`config.mk`:
```
export PLATFORM = sky130hd
export DESIGN_NAME = cp0_timer
export DESIGN_NICKNAME = d
export VERILOG_FILES = /design/src/rtl/cp0_timer.sv
export SDC_FILE = /design/constraint.sdc
export NUM_CORES = 1
export LEC_CHECK = 0
export ABC_AREA = 0
export CAP_MARGIN = 5
export CORE_ASPECT_RATIO = 0.5
export CORE_UTILIZATION = 55
export DETAILED_ROUTE_END_ITERATION = 8
export HOLD_SLACK_MARGIN = 0.12
export PLACE_DENSITY_LB_ADDON = 0.05
export SYNTH_ARGS = -nofsm -noshare
export SYNTH_HDL_FRONTEND = slang
export SYNTH_SLANG_ARGS = --single-unit
```
`constraint.sdc`:
```
create_clock -name clk -period 8.3 [get_ports clk]
set_input_delay 1.66 -clock clk [delete_from_list [all_inputs] [get_ports clk]]
set_output_delay 1.66 -clock clk [all_outputs]
set_load 0.02 [all_outputs]
```
`src/rtl/cp0_timer.sv`:
```
// CP0 coprocessor block: status/cause/EPC bookkeeping, exception and interrupt
// request generation, and an optional Count/Compare timer.
module cp0_timer #(
   parameter int unsigned NUM_HWINT = 6,
   parameter bit          TIMER_EN  = 1'b1,
   parameter logic [31:0] PRID_VAL  = 32'h1837_3580
) (
   input  logic                 clk,
   input  logic                 reset,
   input  logic [4:0]           A1,
   input  logic [4:0]           A2,
   input  logic [31:0]          DIn,
   input  logic                 We,
   input  logic [31:0]          PC,
   input  logic [6:2]           ExcCode,
   input  logic [31:0]          BadAddr,
   input  logic [NUM_HWINT-1:0] HWInt,
   input  logic                 delayslot,
   input  logic                 EXLClr,
   output logic                 IntReq,
   output logic [31:0]          EPC,
   output logic [31:0]          DOut
);

   localparam logic [4:0] REG_BADVADDR = 5'd8;
   localparam logic [4:0] REG_COUNT    = 5'd9;
   localparam logic [4:0] REG_COMPARE  = 5'd11;
   localparam logic [4:0] REG_SR       = 5'd12;
   localparam logic [4:0] REG_CAUSE    = 5'd13;
   localparam logic [4:0] REG_EPC      = 5'd14;
   localparam logic [4:0] REG_PRID     = 5'd15;

   // Status register fields
   logic                 exl_q;
   logic                 ie_q;
   logic                 tie_q;
   logic [NUM_HWINT-1:0] im_q;

   // Cause register fields
   logic                 bd_q;
   logic [4:0]           exc_code_q;
   logic [NUM_HWINT-1:0] ip_q;

   logic [31:0]          epc_q;
   logic [31:0]          badvaddr_q;

   // Timer state
   logic [31:0]          count_q;
   logic [31:0]          compare_q;
   logic                 ti_q;

   logic                 pending;
   logic                 interrupt;
   logic                 take;
   logic                 mtc0;
   logic [31:0]          epc_base;
   logic [31:0]          epc_exc;
   logic [5:0]           im_w;
   logic [5:0]           ip_w;
   logic [31:0]          sr_w;
   logic [31:0]          cause_w;
   logic                 unused_pc_bits;

   assign unused_pc_bits = ^PC[1:0];

   // Interrupt / exception request; a taken request blocks any MTC0 that cycle
   assign pending   = (|(HWInt & im_q)) | (ti_q & tie_q);
   assign interrupt = pending & ie_q & ~exl_q;
   assign take      = ~exl_q & (interrupt | (ExcCode != 5'd0));
   assign mtc0      = We & ~take;
   assign IntReq    = take & ~reset;

   // Restart address: word-aligned PC, backed up to the branch for delay slots
   assign epc_base = {PC[31:2], 2'b00};
   assign epc_exc  = delayslot ? (epc_base - 32'd4) : epc_base;

   assign im_w    = 6'(im_q);
   assign ip_w    = 6'(ip_q);
   assign sr_w    = {15'b0, tie_q, im_w, 8'b0, exl_q, ie_q};
   assign cause_w = {bd_q, ti_q, 14'b0, ip_w, 3'b0, exc_code_q, 2'b00};
   assign EPC     = epc_q;

   // Status register: exception sets EXL, ERET clears it, MTC0 loads fields
   always_ff @(posedge clk or posedge reset) begin
      if (reset) begin
         exl_q <= 1'b0;
         ie_q  <= 1'b0;
         tie_q <= 1'b0;
         im_q  <= '0;
      end else if (take) begin
         exl_q <= 1'b1;
      end else begin
         if (mtc0 && (A2 == REG_SR)) begin
            tie_q <= DIn[16];
            im_q  <= DIn[10 +: NUM_HWINT];
            exl_q <= DIn[1];
            ie_q  <= DIn[0];
         end
         if (EXLClr) begin
            exl_q <= 1'b0;
         end
      end
   end

   // Cause register: IP tracks the lines every cycle, BD/ExcCode latch on a taken request
   always_ff @(posedge clk or posedge reset) begin
      if (reset) begin
         ip_q       <= '0;
         bd_q       <= 1'b0;
         exc_code_q <= 5'd0;
      end else begin
         ip_q <= HWInt;
         if (take) begin
            bd_q       <= delayslot;
            exc_code_q <= interrupt ? 5'd0 : ExcCode;
         end
      end
   end

   // EPC: captured on a taken request, otherwise writable by MTC0
   always_ff @(posedge clk or posedge reset) begin
      if (reset) begin
         epc_q <= 32'd0;
      end else if (take) begin
         epc_q <= epc_exc;
      end else if (mtc0 && (A2 == REG_EPC)) begin
         epc_q <= {DIn[31:2], 2'b00};
      end
   end

   // BadVAddr: captured only for address-error exceptions (AdEL/AdES)
   always_ff @(posedge clk or posedge reset) begin
      if (reset) begin
         badvaddr_q <= 32'd0;
      end else if (take && !interrupt && ((ExcCode == 5'd4) || (ExcCode == 5'd5))) begin
         badvaddr_q <= BadAddr;
      end
   end

   // Count/Compare timer with sticky TI; a Compare write always clears TI
   always_ff @(posedge clk or posedge reset) begin
      if (reset) begin
         count_q   <= 32'd0;
         compare_q <= 32'd0;
         ti_q      <= 1'b0;
      end else if (!TIMER_EN) begin
         count_q   <= 32'd0;
         compare_q <= 32'd0;
         ti_q      <= 1'b0;
      end else begin
         count_q <= (mtc0 && (A2 == REG_COUNT)) ? DIn : (count_q + 32'd1);
         if (mtc0 && (A2 == REG_COMPARE)) begin
            compare_q <= DIn;
            ti_q      <= 1'b0;
         end else if ((count_q == compare_q) && (compare_q != 32'd0)) begin
            ti_q <= 1'b1;
         end
      end
   end

   // MFC0 read mux; returns pre-edge values, no write bypass
   always_comb begin
      DOut = 32'd0;
      case (A1)
         REG_BADVADDR: DOut = badvaddr_q;
         REG_COUNT:    DOut = count_q;
         REG_COMPARE:  DOut = compare_q;
         REG_SR:       DOut = sr_w;
         REG_CAUSE:    DOut = cause_w;
         REG_EPC:      DOut = epc_q;
         REG_PRID:     DOut = PRID_VAL;
         default:      DOut = 32'd0;
      endcase
   end

endmodule

```
Word level (Yosys, flattened, before mapping)
Index checks and enable logic that the tools add are counted.
Operators by class
  add/sub/neg operators: 2
  reduce and logical (&&, ||, !) cells: 16
  bitwise logic cells: 12
  equal/unequal tests: 14
  muxes and demuxes: 11
Operator list (number)
  one-hot mux 32 bit (7 select lines): 1
  two-way mux 32 bit: 4
  equality test 5 x 4 -> 1 bit, second input constant: 11
  adder 32 x 1 -> 32 bit, second input constant: 1
  equality test 32 bit: 1
  nonzero test 32 bit: 1
  subtractor 32 x 3 -> 32 bit, second input constant: 1
  equality test 5 x 3 -> 1 bit, second input constant: 2
  logical AND 1 bit: 7
  bitwise AND 1 bit: 6
  bitwise AND 6 bit: 1
  OR reduction 6 bit: 1
  two-way mux 1 bit: 5
  two-way mux 5 bit: 1
  nonzero test 5 bit: 1
  nonzero test 2 bit: 2
  NOT 1 bit: 3
  nonzero test 3 bit: 1
  bitwise OR 1 bit: 2
  AND reduction 2 bit: 1
  logical NOT 1 bit: 1
  logical OR 1 bit: 1
Storage, ports and cells
  output and inout port bits: 65
  input bits: 122
  bits in registers: 150

Logic depth before layout (Yosys ltp)
Gate-level depths: netlist of run 1.
  depth in word-level cells: 13
  depth in mapped cells: 7
  mapped depth without buffers: 7

Least setup slack after synthesis of run 1
Ideal clock, no wire load.
  path kind: in2out
  start point: input port A1[4]
  end point: output port DOut[16]
  path buffers: 1
  cell stages on the path: 6
  data required time: 6640 ps
  arrival: 3233 ps
  setup slack: 3407 ps
  cells stage by stage: nand2b_1 > clkbuf_1 > nor4b_1 > a22o_1 > a21oi_1 > nand3_1
On the way
  cells in the longest elaborated chain, start to end: 2
  elaborated cells on any way between the ends: 8
  those cells by class: eq/ne: 7; mux: 1
Ends and longest elaborated chain
  start: declaration: line 10  | input logic [4:0] A1,
  equality test 5 x 4 -> 1 bit: line 164  | case (A1)
  one-hot mux 32 bit (7 select lines) (*): line 164
  end: declaration: line 22  | output logic [31:0] DOut
Every way passes the cells marked *; elsewhere a longest branch is shown, timed or not.

Final worst setup path of run 1
  start point: input port A1[0]
  end point: output port DOut[8]
The elaborated chain is that of the path after synthesis.

==> results by group, run 1 <==
Outcome
  – Status: finished clean

Clock tree
  – CTS Buf Count: 17
  – Clk pin slew, worst setup/hold paths: 0.06 ns
  – Hold_buf cts: 0
  – Post-CTS Resized: 0
  – H-Tree Depth: 4
  – Clock Path Buffers: 2
  – Post-CTS Setup Bufs: 0
  – Root buffer cell: clkbuf_16
  – Clk_lat worst skew: 0.43 ns
  – Clock Sinks: 148
  – CTS tree: done

Pwr
  – Static Leak: 0.00429 µW
  – VDD IR max: 186 µV
  – Pwr Density: 293 nW/µm²

Worst hold path
  – Worst hold path type: reg2reg

Floorplan
  – Core box area: 14500 µm²
  – Die Wd: 175 µm
  – Die Y: 88.6 µm
  – Die area: 15500 µm²
  – Core Rows: 31
  – I/O pins: 187
  – Initial Util: 0.567

Synthesis
  – #FFs+latches synth: 148
  – Mux contribution to synthesized area: 0.104
  – Synth Area in XOR/XNOR: 0.0945
  – Largest family of logic cells by synthesized area: simple AND/OR/NAND/NOR gates
  – Seq/Total Area, Yosys: 0.449
  – Top FF cell, synth: dfrtp_1
  – Compound-Gate Fraction of Synth Area: 0.121
  – Yosys warning total: 0
  – Adder-cell area share of the yosys netlist: 0.00303
  – Synth cell types: 51
  – Avg Inst Size Synth: 9.88 µm²
  – Post-synth EDFFs: 0
  – Async SR Flop Fraction: 1.00
  – Cell count after synthesis: 835
  – Syn Std Cell Area: 8250 µm²
  – Synth Area in Simple Gates: 0.193

GRT
  – Largest net degree at the start of global routing: 78
  – GRT Overall Usage: 0.376
  – First-pass GRT wire length: 42300 µm
  – Grt ovf: 0
  – Antenna violations before repair: 1
  – Vias in the first global route: 7144

Placed design
  – Post-Place Worst Slack: 1.93 ns
  – Gp weighted congestion: 0.989
  – Placed cells: 1171
  – Port bufs: 182
  – HPWL after detailed placement: 20800 µm

Worst setup path
  – Crit path cell chain: clkdlybuf4s50_1 -> nor3_1 -> and2_1 -> buf_4 -> a22oi_1 -> nand3_1 -> clkdlybuf4s50_1
  – Critical path class: in2out
  – CP endpoint kind: primary output
  – Slowest stage delay, CP: 0.78 ns
  – Critical Path Start Type: input port
  – Slowest-stage cell, CP: and2_1
  – WP data arrival: 4.76 ns
  – Crit path max fanout: 20
  – Critical Path Most Common Cell: clkdlybuf4s50_1
  – CP required: 6.64 ns

Routing
  – Final ANT Viol Nets: 0
  – Via density: 6.28
  – First-pass detailed-route iteration total: 6
  – Routed WL per cell: 23.4 µm
  – Via Count: 7550
  – Post-Route WL: 28200 µm
  – Drt drc: 0
  – Initial DRC count: 1135

Cells and area
  – Layout Utilization: 0.741
  – Nets: 1116
  – Layout cells sized above 1: 0.134
  – P&R area growth vs syn: 30.6%
  – Antenna Cells: 0
  – Cell Count, Final, Fillers Out: 1203

Timing
  – Final TNS setup: 0 ns
  – Slew @ Worst Pin: 1.16 ns
  – Pins Over Slew Limit: 0
  – Final worst slack: 1.88 ns
  – Skew final: 0.0156 ns
  – Fmax: 0.156 GHz
  – Final worst-path cycle share: 0.773
  – Hold_ws: 0.493 ns
  – Final hold vios: 0
  – Setup violators final: 0
  – RSZ-0062 raised after global routing: false
  – Fin crit period: 6.42 ns
  – Rel. slew slack: 0.222

Run
  – Max Cap Viol: 0
==> synthesized netlist by cell type (3+ instances only) <==
library cell	count	share of area
a21oi_1	22	0.013
a221o_1	10	0.012
a222oi_1	8	0.0097
a22o_1	14	0.015
a22oi_1	34	0.031
a31oi_1	10	0.0076
and3_1	25	0.019
and4_1	3	0.0032
buf_2	6	0.0036
buf_6	4	0.0055
clkbuf_1	44	0.020
dfrtp_1	148	0.45
inv_1	8	0.0036
mux2_2	72	0.098
mux2i_1	4	0.0049
nand2_1	125	0.057
nand3_1	31	0.019
nand4_1	29	0.022
nor2_1	25	0.011
nor2b_1	3	0.0023
nor3_1	16	0.0097
nor3_2	4	0.0049
nor4_1	14	0.011
nor4b_1	3	0.0032
o211ai_1	4	0.0036
o21ai_0	42	0.025
or3_1	7	0.0053
or4_1	4	0.0036
xnor2_1	59	0.063
xor2_1	30	0.032
==> placed cells by master, fill, tap and decap left out, drive strengths merged, types with 29 or more instances in the layout <==
| cell | count |
|---|---|
| mux2 | 73 |
| o21ai | 42 |
| xnor2 | 59 |
| nand2 | 126 |
| nand4 | 29 |
| clkdlybuf4s50 | 182 |
| a22oi | 34 |
| xor2 | 30 |
| dfrtp | 148 |
| nand3 | 31 |
==> metal layers <==
layer / wire length (µm) / GRT usage
met5: 0 / 0
met3: 4190 / 0.138
met4: 235 / 0.0830
met2: 11300 / 0.502
met1: 12400 / 0.570
==> critical path, delay by kind of cell <==
family,cells,cell delay (ns)
compound gates,1,0.11
simple gates,3,1.31
buf+inv,3,1.67
==> power by group <==
part           total (µW)  internal, µW  switching, µW  leakage (µW)
Combinational        1030           528            504       0.00220
Clock                 786           457            329      0.000283
Sequential           1350          1000            343       0.00181
Total                3160          1990           1180       0.00429
==> sequential cells by signal, summed over array words and instances (netlist names) <==
register    cells
exl_q           1
compare_q      32
im_q            6
EPC            30
ip_q            6
bd_q            1
badvaddr_q     32
ie_q            1
ti_q            1
exc_code_q      5
tie_q           1
count_q        32
==> logic make-up (layout without fill, tap and decap cells) <==
| family | after synthesis | in the layout |
|---|---|---|
| flops | 148 | 148 |
| simple gates | 307 | 307 |
| buf+inv | 64 | 233 |
| other cells | 1 | 2 |
| fa+ha+maj | 2 | 2 |
| xor+xnor | 89 | 89 |
| mux | 77 | 77 |
| compound gates | 147 | 147 |
==> per-stage QoR <==
| step | power [µW] | area, µm² |
|---|---|---|
| 3_3_place_gp | 2320 | 10200 |
| 6_report | 3160 | 10800 |
| 5_1_grt | 3310 | 10800 |
| 4_1_cts | 3140 | 10800 |
| 3_5_place_dp | 2360 | 10200 |
| 2_1_floorplan | 1890 | 8260 |
==> path summary, 6_finish.rpt <==
check | from | end | slack [ns] | depth (start not counted)
min reg2reg | badvaddr_q[23] | badvaddr_q[23] | 0.49 | 1
max in group asynchronous | reset | compare_q[19] | 5.08 | 3
max reg2reg | ti_q | badvaddr_q[22] | 5.33 | 6
min in group asynchronous | reset | badvaddr_q[5] | 1.76 | 2
max | A1[0] | DOut[8] | 1.88 | 7
min | badvaddr_q[23] | badvaddr_q[23] | 0.49 | 1
==> layout make-up <==
type | instances | area [µm²]
Multi-Input combinational cell | 624 | 4290
Fill cell | 1069 | 3770
Sequential cell | 148 | 3700
Timing Repair Buffer | 193 | 1900
Clock buffer | 20 | 447
Tap cell | 198 | 248
Clock inverter | 12 | 148
Inverter | 8 | 35.0
(Power assumes the default switching activity.)
==> inputs of run 2 (changes only) <==
- CORE_UTILIZATION: 55 -> 51
- clock period: 8.3 -> 5.99 ns (I/O delays scaled with it)
==> results by group, run 2 (synthesis results as in run 1) <==
Outcome
  – Status: finished clean

Floorplan
  – Initial Util: 0.529
  – Core Rows: 32
  – I/O pins: 187
  – Die Y: 92.0 µm
  – Die Wd: 182 µm
  – Core box area: 15600 µm²
  – Die area: 16700 µm²

Worst setup path
  – Crit path cell chain: clkdlybuf4s50_1 -> nor3_1 -> and2_1 -> buf_4 -> a22oi_1 -> nand3_1 -> clkdlybuf4s50_1
  – CP required: 4.79 ns
  – Crit path max fanout: 18
  – Slowest-stage cell, CP: clkdlybuf4s50_1
  – Slowest stage delay, CP: 0.70 ns
  – Crit path max-delay family: buffers and inverters
  – Buf/Inv on CP: 3
  – Critical Path Most Common Cell: clkdlybuf4s50_1
  – CP endpoint kind: primary output
  – Critical Path Start Type: input port
  – WP data arrival: 4.04 ns
  – Critical path class: in2out

Timing
  – Setup violators final: 0
  – Fmax: 0.191 GHz
  – Skew final: 0.00947 ns
  – Fin crit period: 5.23 ns
  – Final TNS setup: 0 ns
  – Final hold vios: 0
  – Final worst-path cycle share: 0.874
  – Pins Over Slew Limit: 0
  – Rel. slew slack: 0.199
  – RSZ-0062 raised after global routing: false
  – Slew @ Worst Pin: 1.19 ns

Routing
  – First-pass detailed-route iteration total: 6
  – Via density: 6.24
  – Post-Route WL: 28800 µm
  – Final ANT Viol Nets: 0
  – Drt drc: 0
  – Routed WL per cell: 23.8 µm
  – Via Count: 7552
  – Initial DRC count: 863

Clock tree
  – Post-CTS Resized: 0
  – Post-CTS Setup Bufs: 0
  – H-Tree Depth: 4
  – Root buffer cell: clkbuf_16
  – CTS tree: done
  – Clock Sinks: 148
  – Clk_lat worst skew: 0.42 ns
  – Clk pin slew, worst setup/hold paths: 0.06 ns
  – Hold_buf cts: 0
  – CTS Buf Count: 17
  – Clock Path Buffers: 2

GRT
  – GRT Overall Usage: 0.353
  – Grt ovf: 0
  – Largest net degree at the start of global routing: 110
  – Antenna violations before repair: 0
  – First-pass GRT wire length: 43300 µm
  – Vias in the first global route: 7211

Cells and area
  – Top flop regs: badvaddr_q x32, compare_q x32, count_q x32
  – Layout cells sized above 1: 0.136
  – P&R area growth vs syn: 31.6%
  – Commonest non-fill, non-tap cell in the layout: clkdlybuf4s50_1
  – Layout Utilization: 0.696
  – Nets: 1117
  – Most frequent cells in the layout: clkdlybuf4s50_1 (182), dfrtp_1 (148), nand2_1 (125)
  – Antenna Cells: 0

Pwr
  – VDD IR max: 233 µV
  – Static Leak: 0.00433 µW
  – Pwr Density: 415 nW/µm²

Worst hold path
  – Worst hold path type: reg2reg

Run
  – Max Cap Viol: 0

Placed design
  – HPWL after detailed placement: 21300 µm
  – Gp weighted congestion: 0.963
  – Port bufs: 182
==> run 2: cell types whose count changed in the layout (fill, tap and decap cells not counted), sizes merged <==
cell,change
bufinv,+4
inv,-3
buf,+1
clkbuf,-2
clkinvlp,-1
clkinv,+2
==> run 2: through the flow <==
| stage | hold WS, ns | setup slack, ns | instance area, µm² | std cells | total power (µW) |
|---|---|---|---|---|---|
| after detailed placement | 0.475 | 0.788 | 10200 | 1178 | 3270 |
| after global placement | 0.466 | 0.822 | 10200 | 1178 | 3220 |
| after global routing | 0.493 | 0.599 | 10900 | 1210 | 4710 |
| final | 0.483 | 0.757 | 10900 | 1210 | 4510 |
| after CTS | 0.482 | 0.769 | 10900 | 1210 | 4490 |
| after floorplan | 0.439 | 0.812 | 8260 | 836 | 2620 |
==> run 2: layout make-up <==
cell class / count / area, µm²
Clock buffer: 18 / 429
Clock inverter: 14 / 234
Fill cell: 1228 / 4750
Inverter: 8 / 35.0
Multi-Input combinational cell: 624 / 4290
Sequential cell: 148 / 3700
Tap cell: 204 / 255
Timing Repair Buffer: 194 / 1910
==> run 2: final timing paths <==
path / start / slack, ns / cells after the start / endpoint
worst min-delay path: bd_q / 0.48 / 2 / bd_q
worst min register to register: bd_q / 0.48 / 2 / bd_q
min in group asynchronous: reset / 1.37 / 2 / badvaddr_q[5]
max in group asynchronous: reset / 3.48 / 3 / bd_q
worst max register to register: ti_q / 2.83 / 6 / badvaddr_q[23]
worst max-delay path: A1[0] / 0.76 / 7 / DOut[8]
==> run 2: layer usage <==
metal	wire length (µm)	GRT usage	part of all wire
met5	0	0	0
met4	222	0.0665	0.0077
met3	3870	0.143	0.13
met2	11400	0.459	0.40
met1	13200	0.540	0.46
==> run 2: worst reg2reg max path, stage by stage (launching register included) <==
cell      delay [ns]
dfrtp_1         0.48
a222oi_1        0.35
a311oi_1        0.30
nor2b_1         0.41
and3_1          0.68
buf_4           0.44
mux2_1          0.39
==> run 2: where the power goes <==
group / total (µW) / internal (µW) / switching (µW)
logic: 1440 / 732 / 708
clock network: 1210 / 780 / 432
registers: 1860 / 1390 / 467
==> inputs of run 3 (changes only) <==
- CORE_MARGIN: not set -> 2
==> results by group, run 3 (synthesis results as in run 1) <==
Outcome
  – Status: finished clean

GRT
  – Grt ovf: 0
  – Antenna violations before repair: 0
  – GRT Overall Usage: 0.345
  – Largest net degree at the start of global routing: 67
  – Vias in the first global route: 7198
  – First-pass GRT wire length: 43100 µm

Floorplan
  – I/O pins: 187
  – Die Wd: 184 µm
  – Die area: 17300 µm²
  – Core Rows: 32
  – Initial Util: 0.529
  – Die Y: 94.0 µm
  – Core box area: 15600 µm²

Routing
  – First-pass detailed-route iteration total: 5
  – Final ANT Viol Nets: 0
  – Post-Route WL: 28900 µm
  – Drt drc: 0
  – Routed WL per cell: 23.8 µm
  – Initial DRC count: 878
  – Via density: 6.17
  – Via Count: 7505

Placed design
  – Port bufs: 182
  – Placed cells: 1184
  – Gp weighted congestion: 0.911
  – Area after DPL: 10200 µm²
  – HPWL after detailed placement: 21700 µm

Pwr
  – VDD IR max: 226 µV
  – Pwr Density: 410 nW/µm²
  – Static Leak: 0.00433 µW

Run
  – Max Cap Viol: 0

Clock tree
  – Post-CTS Resized: 0
  – Hold_buf cts: 0
  – CTS tree: done
  – CTS Buf Count: 17
  – Clk pin slew, worst setup/hold paths: 0.06 ns
  – Root buffer cell: clkbuf_16
  – Post-CTS Setup Bufs: 0
  – Clock Path Buffers: 2
  – H-Tree Depth: 4
  – Clock Sinks: 148
  – Clk_lat worst skew: 0.43 ns

Cells and area
  – Filler Cell Count: 1248
  – Commonest non-fill, non-tap cell in the layout: clkdlybuf4s50_1
  – Most frequent cells in the layout: clkdlybuf4s50_1 (182), dfrtp_1 (148), nand2_1 (125)
  – P&R area growth vs syn: 31.7%
  – Final instance area: 10900 µm²
  – Top flop regs: badvaddr_q x32, compare_q x32, count_q x32
  – Area of the multi-input gates: 4290 µm²
  – Layout Utilization: 0.696
  – Nets: 1123
  – Antenna Cells: 0
  – Cell Count, Final, Fillers Out: 1216
  – Layout cells sized above 1: 0.139
  – FF/Latch Area: 3700 µm²

Worst setup path
  – Critical Path Most Common Cell: clkdlybuf4s50_1
  – Slowest-stage cell, CP: nor3_2
  – Crit path max fanout: 12
  – Crit path max-delay family: buffers and inverters
  – Reg-to-reg startpoint: ti_q
  – CP endpoint kind: primary output
  – Crit path cell chain: clkdlybuf4s50_1 -> nand2b_1 -> nor3_2 -> buf_4 -> a22oi_1 -> nand3_1 -> clkdlybuf4s50_1
  – WP data arrival: 3.84 ns
  – CP required: 4.79 ns
  – Critical Path Start Type: input port
  – Buf/Inv on CP: 3
  – Reg-to-reg setup timing slack: 3.09 ns
  – Critical path class: in2out
  – Crit. Startpoint: A1[4]
  – Slowest stage delay, CP: 0.76 ns

Timing
  – Hold_ws: 0.492 ns
  – Setup violators final: 0
  – Final worst-path cycle share: 0.841
  – Final TNS setup: 0 ns
  – Rel. slew slack: 0.158
  – Slew @ Worst Pin: 1.25 ns
  – RSZ-0062 raised after global routing: false
  – Pins Over Slew Limit: 0
  – Skew final: 0.0120 ns
  – Fmax: 0.199 GHz
  – Final hold vios: 0
  – Fin crit period: 5.04 ns

Worst hold path
  – Worst hold path type: reg2reg
  – HP Start: bd_q
==> run 3: cell count changes in the layout (fill, tap and decap cells not counted), sizes merged <==
cell / change
bufinv: -2
inv: +2
clkbuf: +3
clkinv: -7
clkinvlp: +4
buf: +6
==> run 3: per-stage QoR <==
stage | total power [µW] | worst slack, ns
final | 4450 | 0.954
after global routing | 4660 | 0.789
after CTS | 4440 | 0.925
after detailed placement | 3270 | 0.939
after global placement | 3220 | 0.933
after floorplan | 2620 | 0.812
==> run 3: layout make-up <==
class / count / area share
multi-input combinational: 624 / 0.395
clock inverter: 11 / 0.0161
inverter: 8 / 0.00322
sequential: 148 / 0.341
tap: 204 / 0.0235
clock buffer: 21 / 0.0414
timing repair buffer: 200 / 0.180
==> run 3: path summary, 6_finish.rpt <==
path	end	cells past startpoint
worst max-delay path	DOut[11]	7
worst min-delay path	bd_q	2
worst max register to register	badvaddr_q[19]	6
worst min register to register	bd_q	2
max in group asynchronous	count_q[24]	3
min in group asynchronous	badvaddr_q[5]	2
==> run 3: metal layers <==
metal / global-route usage / up-vias / wire, µm
li1: - / 3368 / -
met1: 0.512 / 3705 / 13000
met2: 0.456 / 405 / 11600
met3: 0.157 / 25 / 4010
met4: 0.0520 / 2 / 210
met5: 0.0492 / - / 103
==> run 3: power by group <==
group	internal [µW]	leakage (µW)	switching (µW)
clock	711	0.000287	447
combinational	733	0.00223	706
sequential	1390	0.00181	464
==> run 3: worst reg2reg max path, delay by kind of cell (launching register included) <==
family / cells / cell delay [ns]
AOI/OAI and AO/OA: 2 / 0.66
DFF: 1 / 0.46
and+or+nand+nor: 2 / 0.82
buffers and inverters: 1 / 0.43
muxes: 1 / 0.41
